===== src/rtl/fir_input_feeder.sv =====
// fir_input_feeder
//
// Upstream stage of the parallel FIR top. Absorbs bursty samples over a
// valid/ready handshake into a FIFO and replays them as a gap-free stream
// of one sample per clock. Each output sample is tagged with its lane index
// (modulo CPS). When the FIFO runs dry the stream keeps going with zero
// samples flagged as underflow, so the lane phase never slips.
//
// Ports:
//   clk            data-rate clock of the filter top
//   rst            synchronous, active-high reset
//   s_data         input sample
//   s_valid        s_data is valid
//   s_ready        FIFO can accept a word this cycle (from registered level)
//   out_data       output sample, registered
//   out_valid      out_data belongs to the continuous stream
//   lane_idx       lane of out_data, 0..CPS-1
//   underflow      out_data is a zero-fill sample
//   underflow_cnt  saturating count of zero-fill samples
//   level          FIFO occupancy, registered
//
// State table:
//   state   | meaning
//   IDLE    | waiting for the first prefill after reset, no output yet
//   RUN     | popping one word per cycle
//   STARVED | FIFO ran dry, emitting zeros until refilled to PREFILL

module fir_input_feeder #(
  parameter int DATA_W  = 16,
  parameter int DEPTH   = 16,
  parameter int PREFILL = 8,
  parameter int CPS     = 4
) (
  input  logic                     clk,
  input  logic                     rst,
  input  logic [DATA_W-1:0]        s_data,
  input  logic                     s_valid,
  output logic                     s_ready,
  output logic [DATA_W-1:0]        out_data,
  output logic                     out_valid,
  output logic [5:0]               lane_idx,
  output logic                     underflow,
  output logic [15:0]              underflow_cnt,
  output logic [$clog2(DEPTH):0]   level
);

  localparam int AW = $clog2(DEPTH);
  localparam int LW = AW + 1;

  localparam logic [LW-1:0] DEPTH_L   = LW'(DEPTH);
  localparam logic [LW-1:0] PREFILL_L = LW'(PREFILL);
  localparam logic [5:0]    LANE_MAX  = 6'(CPS - 1);
  localparam logic [15:0]   CNT_MAX   = 16'hFFFF;

  typedef enum logic [1:0] {
    IDLE    = 2'd0,
    RUN     = 2'd1,
    STARVED = 2'd2
  } state_t;

  state_t state, state_nxt;

  logic [DATA_W-1:0] mem [DEPTH];
  logic [AW-1:0]     wr_ptr;
  logic [AW-1:0]     rd_ptr;

  logic push;
  logic pop;
  logic fill;

  // s_ready looks only at the registered level, so a full FIFO refuses a
  // word even in a cycle that also pops.
  assign s_ready = (level < DEPTH_L);
  assign push    = s_valid && s_ready;

  // ---------------------------------------------------------------------
  // FSM
  // ---------------------------------------------------------------------
  always_ff @(posedge clk) begin
    if (rst) begin
      state <= IDLE;
    end else begin
      state <= state_nxt;
    end
  end

  always_comb begin
    state_nxt = state;
    pop       = 1'b0;
    fill      = 1'b0;
    case (state)
      IDLE: begin
        if (level >= PREFILL_L) begin
          state_nxt = RUN;
        end
      end
      RUN: begin
        if (level != '0) begin
          pop = 1'b1;
        end else begin
          fill      = 1'b1;
          state_nxt = STARVED;
        end
      end
      STARVED: begin
        // The refill cycle already acts as the first RUN cycle: it pops
        // instead of emitting another zero, so the stream has no gap.
        if (level >= PREFILL_L) begin
          pop       = 1'b1;
          state_nxt = RUN;
        end else begin
          fill = 1'b1;
        end
      end
      default: begin
        state_nxt = IDLE;
      end
    endcase
  end

  // ---------------------------------------------------------------------
  // FIFO storage and pointers (DEPTH is a power of two, so the pointers
  // wrap on their own)
  // ---------------------------------------------------------------------
  always_ff @(posedge clk) begin
    if (push) begin
      mem[wr_ptr] <= s_data;
    end
  end

  always_ff @(posedge clk) begin
    if (rst) begin
      wr_ptr <= '0;
      rd_ptr <= '0;
      level  <= '0;
    end else begin
      if (push) begin
        wr_ptr <= wr_ptr + AW'(1);
      end
      if (pop) begin
        rd_ptr <= rd_ptr + AW'(1);
      end
      case ({push, pop})
        2'b10:   level <= level + LW'(1);
        2'b01:   level <= level - LW'(1);
        default: level <= level;
      endcase
    end
  end

  // ---------------------------------------------------------------------
  // Output stream
  // ---------------------------------------------------------------------
  always_ff @(posedge clk) begin
    if (rst) begin
      out_data      <= '0;
      out_valid     <= 1'b0;
      lane_idx      <= '0;
      underflow     <= 1'b0;
      underflow_cnt <= '0;
    end else begin
      if (pop) begin
        out_data  <= mem[rd_ptr];
        out_valid <= 1'b1;
        underflow <= 1'b0;
      end else if (fill) begin
        out_data  <= '0;
        out_valid <= 1'b1;
        underflow <= 1'b1;
        if (underflow_cnt != CNT_MAX) begin
          underflow_cnt <= underflow_cnt + 16'd1;
        end
      end
      // The first sample keeps lane 0; every later one steps the lane.
      if ((pop || fill) && out_valid) begin
        if (lane_idx == LANE_MAX) begin
          lane_idx <= '0;
        end else begin
          lane_idx <= lane_idx + 6'd1;
        end
      end
    end
  end

endmodule


===== config.mk =====
export PLATFORM = sky130hd
export DESIGN_NAME = fir_input_feeder
export DESIGN_NICKNAME = d
export VERILOG_FILES = /design/src/rtl/fir_input_feeder.sv
export SDC_FILE = /design/constraint.sdc
export NUM_CORES = 1
export LEC_CHECK = 0
export ABC_AREA = 1
export CAP_MARGIN = 40
export CORE_MARGIN = 4
export CORE_UTILIZATION = 50
export CTS_CLUSTER_SIZE = 10
export DETAILED_ROUTE_END_ITERATION = 7
export HOLD_SLACK_MARGIN = 0.03
export PLACE_DENSITY = 0.78
export RECOVER_POWER = 100
export SLEW_MARGIN = 20
export SYNTH_ARGS = -nofsm -noshare
export SYNTH_HDL_FRONTEND = slang
export SYNTH_SLANG_ARGS = --single-unit

===== constraint.sdc =====
create_clock -name clk -period 5.1 [get_ports clk]
set_clock_uncertainty 0.2 [all_clocks]
set_input_delay 0.51 -clock clk [delete_from_list [all_inputs] [get_ports clk]]
set_output_delay 0.51 -clock clk [all_outputs]
set_load 0.02 [all_outputs]

==> metrics.yaml <==
outcome: "finished with violations"
violations: "max-capacitance violations, max-slew violations"
power.total_mw: 6.53
start_kind: "flop"
die_y_um: 170
hold_violations: 0
yosysWarnings: 0
synth_area_leaders: "edfxtp_1, nand3_1, nand2_1"
drc: 0
first_iter_violations: 1182
path_clk_slew_ps: 50
port_buffers: 64
num_antenna_cells: 0
critPathCaptureType: "flop"
vias_per_cell: 5.69
dp_hpwl_um: 19300
ios: 65
gp_congestion: 0.877
syn_area_per_cell_um2: 10.8
ys_ff_latch: 315
ys_seq_area_share_pct: 67.2
rsz0062_at_grt: "false"
power_leakage_nw: 5.50
finalMaxSlewViolations: 66
tritoncts: "built"
vias: 9349
dr.pass1.iters: 7
grt_pass1_vias: 8812
slowest_stage: "clkbuf_2"
min_period_ps: 3620
clock-sinks: 315
drive_above_1_share_pct: 5.65
min_period_over_period_pct: 70.9
setup_tns_ps: 0
path_cells: "clkbuf_2 -> inv_2 -> buf_4 -> nand3_1 -> nand3_1 -> nand3_1 -> nand3_1 -> a21oi_1"
clockBufferDepth: 3
antenna_left: 0
yosys.area.top_type: "edfxtp_1"
postCtsSetupBuffers: 0
antenna_found_initial: 0
irDropWorstVdd_uv: 293
max_stage_delay_ps: 1070
netlist_instances: 1224
numCtsBuffers: 37
hold_buffers: 0
wl_per_cell_um: 19.4
core_um2: 26000
synth_top_area_share_pct: 58.3
powerDensity_nw_per_um2: 433
grt_start_max_net_pins: 103
syn2layout_area_growth_pct: 14.5
grt_pass1_wl_um: 48700
syn-num-nets: 1259
drv_cap: 1
yosys.cell_types.count: 31
netlist_area_um2: 13200
tightest_slew_ps: 1520
start_util_pct: 50.8
setup_viol: 0
required_ps: 5360
grt.overflow.total: 0
hold_path_class: "in2reg"
rows: 59
die_area_um2: 29000
clk_latency_ps: 530
slew-limit-headroom_pct: -1.22
routed_wl_um: 31800
timing.fmax_mhz: 277
instances_no_fill: 1644
htreeDepth: 2
nets: 1322
grt_util_all_layers_pct: 21.6
cts_root_buf: "clkbuf_16"
path_common_cell: "nand3_1"
ctsResizeCount: 0
crit_type: "reg2reg"
placed_cells: 1573
die_w_um: 170
worstPathArrival_ps: 3870
worstPathMaxFanout: 65
## cell families (layout without fill, tap and decap cells)
family / count (synthesis) / in the layout / share of synthesized area (%)
simple gates: 696 / 696 / 23.4
flops: 315 / 315 / 67.2
buf+inv: 109 / 194 / 3.72
compound gates: 75 / 75 / 3.23
fa+ha+maj: 16 / 16 / 1.52
xor+xnor: 13 / 13 / 0.863
## report_power, final
part	total, mW	switching, mW	internal, mW
Sequential	2.95	0.0736	2.88
Combinational	1.20	0.847	0.350
Clock	2.38	0.988	1.40
## final timing paths
| check | start | end | slack (ps) | cells past startpoint |
|---|---|---|---|---|
| max | flop | out_data[8] | 1480 | 8 |
| min | rst | level[0] | 230 | 2 |
| max reg2reg | flop | out_data[8] | 1480 | 8 |
| min reg2reg | out_data[1] | out_data[1] | 260 | 2 |
## cells in the final DEF, fill, tap and decap left out, types with 10 or more instances in the layout
cell type,n
a21oi_1,48
clkbuf_1,35
clkbuf_16,38
dfxtp_1,58
dlygate4sd3_1,63
edfxtp_1,256
ha_1,16
inv_1,43
nand2_1,349
nand2_2,10
nand3_1,274
nor2_1,44
o21ai_0,18
xor2_1,10
## state kept, by name, summed over array words and instances, names as in the netlist, named ones only
signal         flops
lane_idx           6
level              5
mem              256
wr_ptr             4
state              2
underflow_cnt     16
underflow          1
out_data          16
rd_ptr             4
out_valid          1
## metrics by stage
step / instance area [um2] / worst slack (ps) / util [%] / hold slack, ps
2_1_floorplan: 13200 / 2580 / - / 259
3_3_place_gp: 14000 / 1920 / 54.0 / 256
3_5_place_dp: 14100 / 1920 / 54.4 / 259
4_1_cts: 15200 / 2160 / 58.5 / 242
5_1_grt: 15100 / 1300 / 58.1 / 231
6_report: 15100 / 1480 / 58.1 / 226
## cell type report
class	instances	area [um2]
fill	2099	10900
clock inverter	2	36.3
tap	335	419
timing repair buffer	87	787
multi-input combinational	800	3780
inverter	46	174
sequential	315	8870
clock buffer	59	1040
## metal layers
layer  global-route usage [%]  part of all wire, %
met5                        0                    0
met4                     8.37                  3.7
met2                     33.2                   45
met1                     31.1                   41
met3                     3.72                  9.8
## cells in the mapped netlist (all sizes together)
library cell,count
dfxtp,59
nor3,4
edfxtp,256
nand3,274
ha,16
a21oi,52
nor2,49
nand4,8
buf,43
nand3b,1
nand2,359
xor2,10
clkbuf,20
inv,46
o21bai,1
o21ai,18
xnor2,3
a21boi,1
a211oi,3
nor4,1
## critical path: cells and delay by family (launching register included)
kind                   cells  cell delay (ps)
AND/OR/NAND/NOR            4              670
AO/OA/AOI/OAI              1              170
buffers and inverters      3             2150
flip-flops                 1              310
(Power assumes the default switching activity.)
